===== config.mk =====
export PLATFORM = sky130hd
export DESIGN_NAME = if_prefetch_queue
export DESIGN_NICKNAME = d
export VERILOG_FILES = /design/src/rtl/if_prefetch_queue.sv
export SDC_FILE = /design/constraint.sdc
export NUM_CORES = 1
export LEC_CHECK = 0
export CAP_MARGIN = 0
export CELL_PAD_IN_SITES_DETAIL_PLACEMENT = 1
export CELL_PAD_IN_SITES_GLOBAL_PLACEMENT = 1
export CORE_ASPECT_RATIO = 0.9
export CORE_MARGIN = 10
export CORE_UTILIZATION = 30
export DETAILED_ROUTE_END_ITERATION = 6
export GPL_TIMING_DRIVEN = 0
export MAX_ROUTING_LAYER = met4
export PLACE_DENSITY = 0.64
export SLEW_MARGIN = 20
export SYNTH_ARGS = -nofsm -noshare
export SYNTH_HDL_FRONTEND = slang
export SYNTH_SLANG_ARGS = --single-unit

===== constraint.sdc =====
create_clock -name clk -period 3.53 [get_ports clk]
set_input_delay 0.5295 -clock clk [delete_from_list [all_inputs] [get_ports clk]]
set_output_delay 0.5295 -clock clk [all_outputs]
set_load 0.01 [all_outputs]

===== src/rtl/if_prefetch_queue.sv =====
// Instruction-fetch prefetch queue: issues sequential fetches, buffers in-order responses, flushes on redirect.
// Optional misaligned-redirect trap entry enabled by defining IF_PREFETCH_MISALIGN_TRAP_EN.
module if_prefetch_queue #(
  parameter int          DEPTH           = 4,
  parameter int          MAX_OUTSTANDING = 2,
  parameter logic [31:0] RESET_PC        = 32'h0000_0000
) (
  input  logic        clk,
  input  logic        rst,
  input  logic        redirect,
  input  logic [31:0] redirect_pc,
  output logic        imem_req,
  output logic [31:0] imem_addr,
  input  logic        imem_ready,
  input  logic        imem_rvalid,
  input  logic [31:0] imem_rdata,
  output logic        inst_valid,
  input  logic        inst_ready,
  output logic [31:0] inst_data,
  output logic [31:0] inst_pc,
  output logic [31:0] inst_pc_plus_4
`ifdef IF_PREFETCH_MISALIGN_TRAP_EN
  ,
  output logic        inst_fault
`endif
);

  localparam int          PTR_W  = (DEPTH > 1) ? $clog2(DEPTH) : 1;
  localparam int          CNT_W  = $clog2(DEPTH + 1);
  localparam int          OUT_W  = $clog2(MAX_OUTSTANDING + 1);
  localparam logic [31:0] NOP    = 32'h0000_0013;
  localparam logic [31:0] DEPTH_U = DEPTH;
  localparam logic [31:0] MAXO_U  = MAX_OUTSTANDING;

  logic [31:0]      r_fetch_pc;
  logic [31:0]      r_resp_pc;
  logic [CNT_W-1:0] r_count;
  logic [OUT_W-1:0] r_outstanding;
  logic [OUT_W-1:0] r_drop_cnt;
  logic [PTR_W-1:0] r_rd_ptr;
  logic [PTR_W-1:0] r_wr_ptr;
  logic [31:0]      r_pc_mem   [DEPTH];
  logic [31:0]      r_data_mem [DEPTH];

  logic [31:0]      w_target;
  logic [31:0]      w_inflight;
  logic             w_halt;
  logic             w_accept;
  logic             w_resp;
  logic             w_drop;
  logic             w_push_resp;
  logic             w_push_trap;
  logic             w_push;
  logic             w_pop;
  logic [31:0]      w_push_pc;
  logic [31:0]      w_push_data;
  logic [31:0]      w_trap_pc;
  logic [CNT_W-1:0] w_count_next;
  logic [OUT_W-1:0] w_outstanding_next;

  // Low address bits are always discarded for the fetch target; a misaligned
  // target is reported separately by the trap logic when that is enabled.
  assign w_target   = {redirect_pc[31:2], redirect_pc[1:0] & 2'b00};
  assign w_inflight = 32'(r_count) + 32'(r_outstanding);

  assign imem_req  = !rst && !redirect && !w_halt &&
                     (w_inflight < DEPTH_U) && (32'(r_outstanding) < MAXO_U);
  assign imem_addr = r_fetch_pc;
  assign w_accept  = imem_req && imem_ready;

  // A response with nothing outstanding is a leftover from before reset.
  assign w_resp      = imem_rvalid && (r_outstanding != '0);
  assign w_drop      = w_resp && (r_drop_cnt != '0);
  assign w_push_resp = w_resp && !rst && !redirect && (r_drop_cnt == '0);
  assign w_push      = w_push_resp || w_push_trap;
  assign w_push_pc   = w_push_trap ? w_trap_pc : r_resp_pc;
  assign w_push_data = w_push_trap ? NOP : imem_rdata;

  assign inst_valid     = (r_count != '0) && !redirect;
  assign w_pop          = inst_valid && inst_ready;
  assign inst_data      = (r_count != '0) ? r_data_mem[r_rd_ptr] : NOP;
  assign inst_pc        = (r_count != '0) ? r_pc_mem[r_rd_ptr] : 32'h0000_0000;
  assign inst_pc_plus_4 = inst_pc + 32'd4;

  always_comb begin
    w_count_next = r_count;
    if (w_push && !w_pop)
      w_count_next = r_count + CNT_W'(1);
    else if (!w_push && w_pop)
      w_count_next = r_count - CNT_W'(1);
  end

  always_comb begin
    w_outstanding_next = r_outstanding;
    if (w_accept && !w_resp)
      w_outstanding_next = r_outstanding + OUT_W'(1);
    else if (!w_accept && w_resp)
      w_outstanding_next = r_outstanding - OUT_W'(1);
  end

  always_ff @(posedge clk) begin
    if (rst) begin
      r_fetch_pc    <= RESET_PC;
      r_resp_pc     <= RESET_PC;
      r_count       <= '0;
      r_outstanding <= '0;
      r_drop_cnt    <= '0;
      r_rd_ptr      <= '0;
      r_wr_ptr      <= '0;
    end else begin
      r_outstanding <= w_outstanding_next;
      if (redirect) begin
        // Everything still in flight after this cycle belongs to the old path.
        r_fetch_pc <= w_target;
        r_resp_pc  <= w_target;
        r_count    <= '0;
        r_rd_ptr   <= '0;
        r_wr_ptr   <= '0;
        r_drop_cnt <= w_outstanding_next;
      end else begin
        if (w_accept)
          r_fetch_pc <= r_fetch_pc + 32'd4;
        if (w_push_resp)
          r_resp_pc <= r_resp_pc + 32'd4;
        if (w_drop)
          r_drop_cnt <= r_drop_cnt - OUT_W'(1);
        r_count <= w_count_next;
        if (w_push)
          r_wr_ptr <= r_wr_ptr + PTR_W'(1);
        if (w_pop)
          r_rd_ptr <= r_rd_ptr + PTR_W'(1);
      end
    end
  end

  always_ff @(posedge clk) begin
    if (w_push) begin
      r_pc_mem[r_wr_ptr]   <= w_push_pc;
      r_data_mem[r_wr_ptr] <= w_push_data;
    end
  end

`ifdef IF_PREFETCH_MISALIGN_TRAP_EN
  logic        r_halt;
  logic        r_trap_pending;
  logic [31:0] r_trap_pc;
  logic        r_fault_mem [DEPTH];

  assign w_halt      = r_halt;
  assign w_push_trap = r_trap_pending && !rst && !redirect;
  assign w_trap_pc   = r_trap_pc;
  assign inst_fault  = (r_count != '0) && r_fault_mem[r_rd_ptr];

  // A misaligned target parks the fetcher until the next redirect.
  always_ff @(posedge clk) begin
    if (rst) begin
      r_halt         <= 1'b0;
      r_trap_pending <= 1'b0;
      r_trap_pc      <= '0;
    end else if (redirect) begin
      r_halt         <= (redirect_pc[1:0] != 2'b00);
      r_trap_pending <= (redirect_pc[1:0] != 2'b00);
      r_trap_pc      <= redirect_pc;
    end else if (w_push_trap) begin
      r_trap_pending <= 1'b0;
    end
  end

  always_ff @(posedge clk) begin
    if (w_push)
      r_fault_mem[r_wr_ptr] <= w_push_trap;
  end
`else
  assign w_halt      = 1'b0;
  assign w_push_trap = 1'b0;
  assign w_trap_pc   = 32'h0000_0000;
`endif

endmodule


==> results.sh, run 1 <==
export IMPL_status="complete, no violations"
export IMPL_critPathLaunchType="flip-flop"
export IMPL_crit_chain="mux4_1 > nand3_1 > nor3_4 > buf_4 > buf_4 > xnor2_1 > clkdlybuf4s50_1"
export IMPL_min_from="imem_addr[24]"
export IMPL_p_clk_frac=0.416
export IMPL_place_congestion=0.8389
export IMPL_r2r_start="r_outstanding[1]"
export IMPL_fillCellCount=4921
export IMPL_crit_family="buffers and inverters"
export IMPL_grt_max_degree=35
export IMPL_drive_gt1_frac=0.1760
export IMPL_hp_class="flip-flop to flip-flop"
export IMPL_hold_buffers=0
export IMPL_synth_cells=1024
export IMPL_io_buffers=190
export IMPL_vias_per_cell=5.025
export IMPL_use_met2=0.2362
export IMPL_core_um2=46920
export IMPL_crit_fanout=5
export IMPL_utilization=0.3983
export IMPL_cts_sinks=321
export IMPL_synthArstFlopShare=0
export IMPL_die_y_um=227.3
export IMPL_hold_viol_final=0
export IMPL_grt_usage=0.1529
export IMPL_max_freq_ghz=0.2873
export IMPL_rows=75
export IMPL_post_route_period_util=0.9861
export IMPL_yosysWarnings=0
export IMPL_place_area_um2=17140
export IMPL_syn_area_um2=14330
export IMPL_design_area_um2=18690
export IMPL_root_buffer="clkbuf_16"
export IMPL_antenna_cells=0
export IMPL_worstPathRequired_ps=3000
export IMPL_power_mw=8.859
export IMPL_clkTransAtPathRegs_ps=60
export IMPL_netSwitchingPower_mw=2.105
export IMPL_syn_avg_cell_area_um2=13.99
export IMPL_clock_skew_final_ps=18.70
export IMPL_antenna_left=0
export IMPL_grt_util_met1=0.2099
export IMPL_slew_violations=0
export IMPL_critPathMaxStageDelay_ps=720
export IMPL_hold_path_depth=2
export IMPL_die_area_um2=56920
export IMPL_power_frac_seq=0.483
export IMPL_die_width_um=250.4
export IMPL_tritoncts="built"
export IMPL_drtIter0Drc=708
export IMPL_pwr_share_comb=0.101
export IMPL_cap_violations=0
export IMPL_layout_min_cycle_time_ps=3481
export IMPL_drc=0
export IMPL_numCtsBuffers=36
export IMPL_worst_pin_slew_ps=933.4
export IMPL_synth_seq_cells=321
export IMPL_firstDrtPassIters=4
export IMPL_rsz0062_at_grt="true"
export IMPL_initial_core_util=0.3054
export IMPL_grt_pass1_wl_mm=65.12
export IMPL_worstSetupPathType="flip-flop to primary output"
export IMPL_synth_flop_cell="edfxtp_1"
export IMPL_p_int_mw=6.754
export IMPL_power_density_nw_per_um2=474.1
export IMPL_ff2ff_path_depth=12
export IMPL_clock_latency_ps=530
export IMPL_switching_share=0.2376
export IMPL_worst_path_buf_inv=3
export IMPL_setup_viol=0
export IMPL_overflow=0
export IMPL_synth_edf_count=248
export IMPL_slowest_stage="mux4_1"
export IMPL_peakVddDrop_mv=0.2502
export IMPL_slew_headroom=0.3754
export IMPL_antenna_found_initial=0
export IMPL_yosysSeqAreaShare=0.6217
export IMPL_htreeDepth=2
export IMPL_routedWlPerCell_um=22.66
export IMPL_yosysUniqueCellTypes=67
export IMPL_final_nets=1368
export IMPL_area_growth_pct=30.40
export IMPL_num_io_pins=200
export IMPL_p_leak_nw=6.428
export IMPL_vias=9663
export IMPL_routed_wl_mm=43.58
export IMPL_hpwl_mm=31.18
export IMPL_use_met3=0.02433
export IMPL_r2r_end="r_count[2]"
export IMPL_endpoint_kind="primary output"
export IMPL_seq_area_um2=8921
export IMPL_regToRegSetupSlack_ps=540
export IMPL_hold_end="imem_addr[24]"
export IMPL_grt_pass1_vias=10028
export IMPL_arrival_ps=2950
export IMPL_multi_input_area_um2=5121
export IMPL_crit_path_frequent_cell="buf_4"
export IMPL_clk_path_buf_depth=3
export IMPL_busiest_layer="met2"
## cells in the mapped netlist, types with 3 or more instances
master,n,area share
edfxtp_1,248,0.52
dfxtp_1,73,0.10
nor2_1,71,0.019
nand2_1,69,0.018
and2_1,59,0.026
mux4_2,46,0.072
nand3_1,38,0.013
clkbuf_1,35,0.0092
xnor2_1,31,0.019
xor2_1,30,0.018
a21oi_1,28,0.0098
nand4_1,26,0.011
and3_1,24,0.010
inv_1,23,0.0060
o21ai_0,21,0.0073
a31oi_1,19,0.0083
mux4_1,19,0.035
nor3_1,13,0.0045
a21boi_0,12,0.0063
ha_1,11,0.0096
or3_1,9,0.0039
buf_4,8,0.0042
a221oi_1,7,0.0043
buf_2,7,0.0024
mux2i_1,7,0.0049
a211oi_1,6,0.0031
and4_1,6,0.0037
nor2b_1,6,0.0026
nand3b_1,5,0.0026
or2_2,5,0.0022
and3b_1,4,0.0024
buf_1,4,0.0010
nor3_2,4,0.0028
o21bai_1,4,0.0021
mux2_2,3,0.0024
nand4b_1,3,0.0018
nor4_1,3,0.0013
## routing by layer
metal	wire [µm]	vias up
met1	20770	4900
met3	2363	47
li1	-	4391
met5	0	-
met2	19810	325
met4	634	0
## power by group through the flow
stage | clock network, mW | logic (mW) | registers, mW
final | 3.69 | 0.893 | 4.28
after global routing | 3.95 | 0.972 | 4.29
after CTS | 3.76 | 0.907 | 4.28
after detailed placement | 0 | 0.873 | 4.36
after global placement | 0 | 0.846 | 4.36
after floorplan | 0 | 0.418 | 4.33
## logic make-up (layout without fill, tap and decap cells)
logic type / after synthesis / count (layout) / share of synthesized area
compound gates: 111 / 111 / 0.05064
xor+xnor: 61 / 61 / 0.03728
fa+ha+maj: 12 / 12 / 0.01100
buf+inv: 85 / 363 / 0.03021
flops: 321 / 321 / 0.6217
mux: 75 / 75 / 0.1144
other cells: 1 / 6 / 0.0002617
simple gates: 358 / 358 / 0.1346
## state kept, by name (all words and copies together), names as in the netlist, named ones only
register	cells
r_data_mem	128
imem_addr	30
r_count	3
r_wr_ptr	2
r_drop_cnt	2
r_pc_mem	120
r_resp_pc	30
r_rd_ptr	2
r_outstanding	2
## metrics by stage
stage | hold slack (ps) | TNS [ps] | setup slack, ps | std cells
after floorplan | 469.0 | 0 | 115.1 | 1029
after global placement | 507.4 | -426600 | -2104 | 1835
after detailed placement | 523.2 | -40680 | -2093 | 1840
after CTS | 532.4 | -35.80 | -35.40 | 1915
after global routing | 562.4 | -188.5 | -73.18 | 1923
final | 542.9 | 0 | 49.01 | 1923
## worst register-to-register path, stage by stage (launching register included)
cell,delay [ps]
dfxtp_1,400
inv_1,60
ha_1,210
and3b_1,210
clkbuf_1,210
and2_1,160
clkbuf_1,350
ha_1,260
inv_1,60
fa_1,380
xor2_1,160
or3_1,310
a21oi_1,140
## worst max-delay path by stage
stage | to | slack (ps) | cells past startpoint
finish | inst_pc_plus_4[9] | 50 | 7
global route | inst_pc_plus_4[9] | -70 | 7
CTS | inst_pc_plus_4[28] | -40 | 13
detailed placement | inst_pc_plus_4[16] | -2090 | 14
global placement | inst_pc_plus_4[16] | -2100 | 14
floorplan | inst_pc_plus_4[28] | 120 | 13
## repair_timing
item	in CTS	in global routing
gates resized for setup	136	28
endpoints found under the hold margin	0	0
cloned	0	1
setup endpoints to repair	87	49
setup buffers	17	8
pin swaps	11	7
## cell usage in the layout (no fill, tap or decap), drive strengths merged, types with 4 or more instances in the layout
cell and instances:
and2 62, nand3b 5, nand3 40, o21bai 4, nand2 69, a21boi 12
a31oi 19, dfxtp 73, clkbuf 73, clkdlybuf4s15 6, a221oi 7, and4 6
mux4 65, nor2b 6, nand4 27, xor2 30, or3 9, conb 6
dlymetal6s2s 5, and3b 4, nor2 71, nor3 17, bufinv 4, clkdlybuf4s50 160
clkinv 10, and3 25, inv 28, or2 5, xnor2 31, o21ai 21
buf 67, a21oi 28, ha 11, mux2i 7, dlygate4sd2 7, edfxtp 248
nor4 5, a211oi 7
## area by class of cell
| cell class | count | area share |
|---|---|---|
| plain buffers | 58 | 0.02544 |
| clock buffers | 39 | 0.04881 |
| clock inverters | 20 | 0.01212 |
| inverters | 25 | 0.005290 |
| multi-input cells | 623 | 0.2741 |
| flip-flops and latches | 321 | 0.4774 |
| well taps | 616 | 0.04125 |
| repair buffers | 221 | 0.1156 |
(Power assumes the default switching activity.)
==> run 2: changes to the inputs <==
--- a/config.mk
+++ b/config.mk
@@ -10,11 +10,11 @@
 export CELL_PAD_IN_SITES_GLOBAL_PLACEMENT = 1
 export CORE_ASPECT_RATIO = 0.9
 export CORE_MARGIN = 10
-export CORE_UTILIZATION = 30
+export CORE_UTILIZATION = 25
 export DETAILED_ROUTE_END_ITERATION = 6
 export GPL_TIMING_DRIVEN = 0
 export MAX_ROUTING_LAYER = met4
-export PLACE_DENSITY = 0.64
+export PLACE_DENSITY = 0.56
 export SLEW_MARGIN = 20
 export SYNTH_ARGS = -nofsm -noshare
 export SYNTH_HDL_FRONTEND = slang
==> results.sh, run 2 (synthesis gave the netlist of run 1 again) <==
export IMPL_firstDrtPassIters=4
export IMPL_dpl_cell_count=1989
export IMPL_core_um2=56910
export IMPL_arrival_ps=2970
export IMPL_pre_cts_slack_ps=-2251
export IMPL_power_density_nw_per_um2=475.2
export IMPL_hpwl_mm=32.47
export IMPL_numCtsBuffers=37
export IMPL_drc=0
export IMPL_antenna_found_initial=1
export IMPL_hold_viol_final=0
export IMPL_critPathLaunchType="flip-flop"
export IMPL_io_buffers=190
export IMPL_place_congestion=0.8253
export IMPL_design_area_um2=19200
export IMPL_slowest_stage="mux4_1"
export IMPL_drtIter0Drc=679
export IMPL_root_buffer="clkbuf_16"
export IMPL_fin_cells=2095
export IMPL_slew_headroom=0.3039
export IMPL_slew_violations=0
export IMPL_final_nets=1383
export IMPL_rows=83
export IMPL_post_route_period_util=0.9907
export IMPL_vias_per_cell=4.611
export IMPL_power_mw=9.123
export IMPL_hp_class="flip-flop to flip-flop"
export IMPL_busiest_layer="met2"
export IMPL_routed_wl_mm=45.93
export IMPL_clock_skew_final_ps=31.30
export IMPL_use_met2=0.2150
export IMPL_grt_pass1_wl_mm=68.10
export IMPL_worst_path_buf_inv=3
export IMPL_vias=9661
export IMPL_drive_gt1_frac=0.1971
export IMPL_peakVddDrop_mv=0.2754
export IMPL_final_common_cell="edfxtp_1"
export IMPL_layout_min_cycle_time_ps=3497
export IMPL_clock_latency_ps=560
export IMPL_grt_usage=0.1384
export IMPL_place_area_um2=17350
export IMPL_max_freq_ghz=0.2859
export IMPL_cts_sinks=321
export IMPL_grt_util_met1=0.1821
export IMPL_initial_core_util=0.2518
export IMPL_largest_register="r_data_mem"
export IMPL_worstPathRequired_ps=3000
export IMPL_grt_pass1_vias=10224
export IMPL_clkTransAtPathRegs_ps=60
export IMPL_use_met3=0.02994
export IMPL_overflow=0
export IMPL_setup_ws_ps=32.84
export IMPL_clk_path_buf_depth=3
export IMPL_worstSetupPathType="flip-flop to primary output"
export IMPL_layout_common_cells="edfxtp_1, clkdlybuf4s50_1, dfxtp_1"
export IMPL_setup_viol=0
export IMPL_cap_violations=0
export IMPL_p_leak_nw=6.640
export IMPL_largest_reg_flops=128
export IMPL_worst_pin_slew_ps=1040
export IMPL_hold_buffers=0
export IMPL_cp_depth=8
export IMPL_crit_family="simple AND/OR/NAND/NOR gates"
export IMPL_die_y_um=247.1
export IMPL_die_width_um=272.4
export IMPL_routedWlPerCell_um=21.92
export IMPL_top_regs="r_data_mem x128, r_pc_mem x120"
export IMPL_grt_max_degree=39
export IMPL_endpoint_kind="primary output"
export IMPL_htreeDepth=2
export IMPL_num_io_pins=200
export IMPL_ff2ff_path_depth=12
export IMPL_crit_fanout=9
export IMPL_area_growth_pct=33.96
export IMPL_die_area_um2=67310
export IMPL_rsz0062_at_grt="true"
export IMPL_crit_chain="buf_12 > buf_4 > mux4_1 > nor2_1 > nand4_4 > nor3_2 > xor2_1 > buf_2"
export IMPL_status="complete, no violations"
export IMPL_hold_path_depth=2
export IMPL_tritoncts="built"
export IMPL_critPathMaxStageDelay_ps=620
export IMPL_antenna_left=0
==> run 2: cell count changes in the layout (fill, tap and decap cells not counted), sizes merged <==
cell	delta
bufinv	+1
inv	-2
clkdlybuf4s50	-17
clkinv	+2
buf	+14
dlymetal6s2s	-2
diode	+1
bufbuf	+1
clkdlybuf4s15	-3
dlygate4sd2	+18
clkbuf	+10
==> run 2: per-stage QoR <==
step	utilization	setup TNS (ps)	hold WS [ps]
2_1_floorplan	-	0	469.0
3_3_place_gp	0.3024	-459390	498.1
3_5_place_dp	0.3049	-45150	518.7
4_1_cts	0.3363	-369.9	502.6
5_1_grt	0.3373	-414.8	543.9
6_report	0.3373	0	515.8
==> run 2: path summary, 6_finish.rpt <==
path	start	endpoint	slack, ps
min	imem_addr[24]	imem_addr[24]	520
max reg2reg	r_outstanding[1]	r_count[2]	570
max	flip-flop	inst_pc_plus_4[28]	30
min reg2reg	imem_addr[24]	imem_addr[24]	520
==> run 2: final cells by class <==
class / instances / area, µm²
fillers: 6129 / 37710
flip-flops and latches: 321 / 8924
multi-input cells: 623 / 5187
repair buffers: 235 / 2296
clock buffers: 46 / 1002
well taps: 765 / 957.2
plain buffers: 58 / 493.0
clock inverters: 21 / 235.2
inverters: 25 / 98.84
diodes: 1 / 2.502
==> run 2: repair_timing <==
action | CTS | global route
setup endpoints to repair | 87 | 22
gates resized for setup | 176 | 26
setup buffers | 35 | 5
cloned | 1 | 0
pin swaps | 13 | 8
==> run 2: report_power, final <==
part	switching (mW)	total, mW	internal (mW)
clock	1.55	3.94	2.38
combinational	0.483	0.905	0.422
sequential	0.109	4.28	4.17
==> run 2: layer usage <==
| metal | vias up | wire, µm | part of all wire |
|---|---|---|---|
| met1 | 4910 | 21490 | 0.47 |
| met2 | 265 | 21040 | 0.46 |
| met5 | - | 0 | 0 |
| met3 | 56 | 2562 | 0.056 |
| met4 | 0 | 836 | 0.018 |
| li1 | 4430 | - | - |
==> run 2: worst min-delay path, cell delays in order, from the launching register on <==
cell	delay [ps]
dfxtp_1	350
nand2_1	70
a21oi_1	50
==> run 3: changes to the inputs <==
--- a/config.mk
+++ b/config.mk
@@ -10,11 +10,11 @@
 export CELL_PAD_IN_SITES_GLOBAL_PLACEMENT = 1
 export CORE_ASPECT_RATIO = 0.9
 export CORE_MARGIN = 10
-export CORE_UTILIZATION = 25
+export CORE_UTILIZATION = 45
 export DETAILED_ROUTE_END_ITERATION = 6
 export GPL_TIMING_DRIVEN = 0
 export MAX_ROUTING_LAYER = met4
-export PLACE_DENSITY = 0.56
+export PLACE_DENSITY = 0.87
 export SLEW_MARGIN = 20
 export SYNTH_ARGS = -nofsm -noshare
 export SYNTH_HDL_FRONTEND = slang
==> results.sh, run 3 (synthesis gave the netlist of run 1 again) <==
export IMPL_status="complete, no violations"
export IMPL_initial_core_util=0.4602
export IMPL_drtIter0Drc=1060
export IMPL_numCtsBuffers=35
export IMPL_regToRegSetupSlack_ps=510
export IMPL_dpl_cell_count=1633
export IMPL_die_y_um=189.3
export IMPL_grt_max_degree=47
export IMPL_htreeDepth=2
export IMPL_root_buffer="clkbuf_16"
export IMPL_die_width_um=208.1
export IMPL_grt_pass1_wl_mm=72.25
export IMPL_num_io_pins=200
export IMPL_hold_buffers=0
export IMPL_endpoint_kind="primary output"
export IMPL_drc=0
export IMPL_clk_path_buf_depth=3
export IMPL_fin_cells=1726
export IMPL_layout_min_cycle_time_ps=3513
export IMPL_slew_violations=0
export IMPL_hold_viol_final=0
export IMPL_arrival_ps=2980
export IMPL_worstPathRequired_ps=3000
export IMPL_post_route_period_util=0.9953
export IMPL_worstSetupPathType="flip-flop to primary output"
export IMPL_cap_violations=0
export IMPL_drive_gt1_frac=0.1910
export IMPL_vias_per_cell=6.056
export IMPL_vias=10452
export IMPL_top_regs="r_data_mem x128, r_pc_mem x120"
export IMPL_fin_tns_setup_ps=0
export IMPL_peakVddDrop_mv=0.2961
export IMPL_rows=61
export IMPL_area_growth_pct=30.50
export IMPL_tritoncts="built"
export IMPL_worst_pin_slew_ps=984.0
export IMPL_critPathLaunchType="flip-flop"
export IMPL_grt_usage=0.2437
export IMPL_place_congestion=0.8903
export IMPL_largest_register="r_data_mem"
export IMPL_final_common_cell="edfxtp_1"
export IMPL_cts_sinks=321
export IMPL_die_area_um2=39390
export IMPL_io_buffers=190
export IMPL_setup_viol=0
export IMPL_r2r_start="r_outstanding[1]"
export IMPL_antenna_left=0
export IMPL_power_density_nw_per_um2=496.5
export IMPL_largest_reg_flops=128
export IMPL_firstDrtPassIters=5
export IMPL_overflow=0
export IMPL_grt_pass1_vias=11211
export IMPL_clock_skew_final_ps=8.482
export IMPL_final_nets=1371
export IMPL_p_leak_nw=6.686
export IMPL_clkTransAtPathRegs_ps=60
export IMPL_routedWlPerCell_um=29.54
export IMPL_slew_headroom=0.3416
export IMPL_min_from="imem_addr[24]"
export IMPL_routed_wl_mm=50.99
export IMPL_design_area_um2=18700
export IMPL_hp_class="flip-flop to flip-flop"
export IMPL_utilization=0.6005
export IMPL_crit_fanout=11
export IMPL_hpwl_mm=31.47
export IMPL_clock_latency_ps=520
export IMPL_rsz0062_at_grt="true"
export IMPL_place_area_um2=16910
export IMPL_layout_common_cells="edfxtp_1, clkdlybuf4s50_1, dfxtp_1"
export IMPL_max_freq_ghz=0.2846
export IMPL_antenna_found_initial=2
export IMPL_core_um2=31140
-- run 3: changes by cell type in the layout (fill, tap and decap cells not counted), moves of 4 or more --
cell            previous run  this run
dlygate4sd2_1             25        19
buf_2                     15         9
clkinv_1                   8         4
dlymetal6s2s_1             3        11
clkbuf_1                  32        28
buf_4                     43        35
-- run 3: final timing paths --
kind / end / cells after the start
max reg2reg: r_count[2] / 12
min reg2reg: imem_addr[24] / 2
min: imem_addr[24] / 2
max: inst_pc_plus_4[24] / 11
-- run 3: power by group --
group	internal [mW]	switching, mW
Sequential	4.17	0.123
Combinational	0.422	0.502
Clock	2.46	1.61
-- run 3: repair_timing --
item	in CTS	in global routing
pin swaps	9	13
gates resized for setup	136	54
cloned	0	1
endpoints found under the setup margin	87	45
buffers inserted	17	12
-- run 3: area by class of cell --
type                       instances  area (µm²)
fill                            2987       12440
sequential                       321        8924
multi-input combinational        623        5176
timing repair buffer             224        2230
clock buffer                      38       908.4
tap                              409       511.7
buffer                            59       498.0
clock inverter                    24       344.1
inverter                          25       101.3
antenna                            3       7.507
-- run 3: critical path: stages, from the launching register on --
cell and delay, ps:
dfxtp_4 370, buf_12 160, mux4_2 420, and2_4 190, ha_4 160, nand3_4 100
a211oi_4 220, buf_12 160, nand4_4 160, buf_4 210, xnor2_1 130, clkbuf_2 160
-- run 3: per-stage QoR --
stage / worst slack, ps / hold slack [ps] / power [mW]
3_5_place_dp: -1743 / 515.4 / 5.217
6_report: 16.57 / 525.0 / 9.285
3_3_place_gp: -1507 / 499.0 / 5.168
5_1_grt: -69.53 / 550.5 / 9.554
2_1_floorplan: 115.1 / 469.0 / 4.748
4_1_cts: -60.92 / 528.6 / 9.241
-- run 3: layer usage --
layer,wire length [µm],GRT usage,vias up
li1,-,-,4405
met1,20540,0.3034,5317
met2,25070,0.4011,629
met3,3834,0.03982,101
met4,1549,0.07853,0
met5,0,-,-
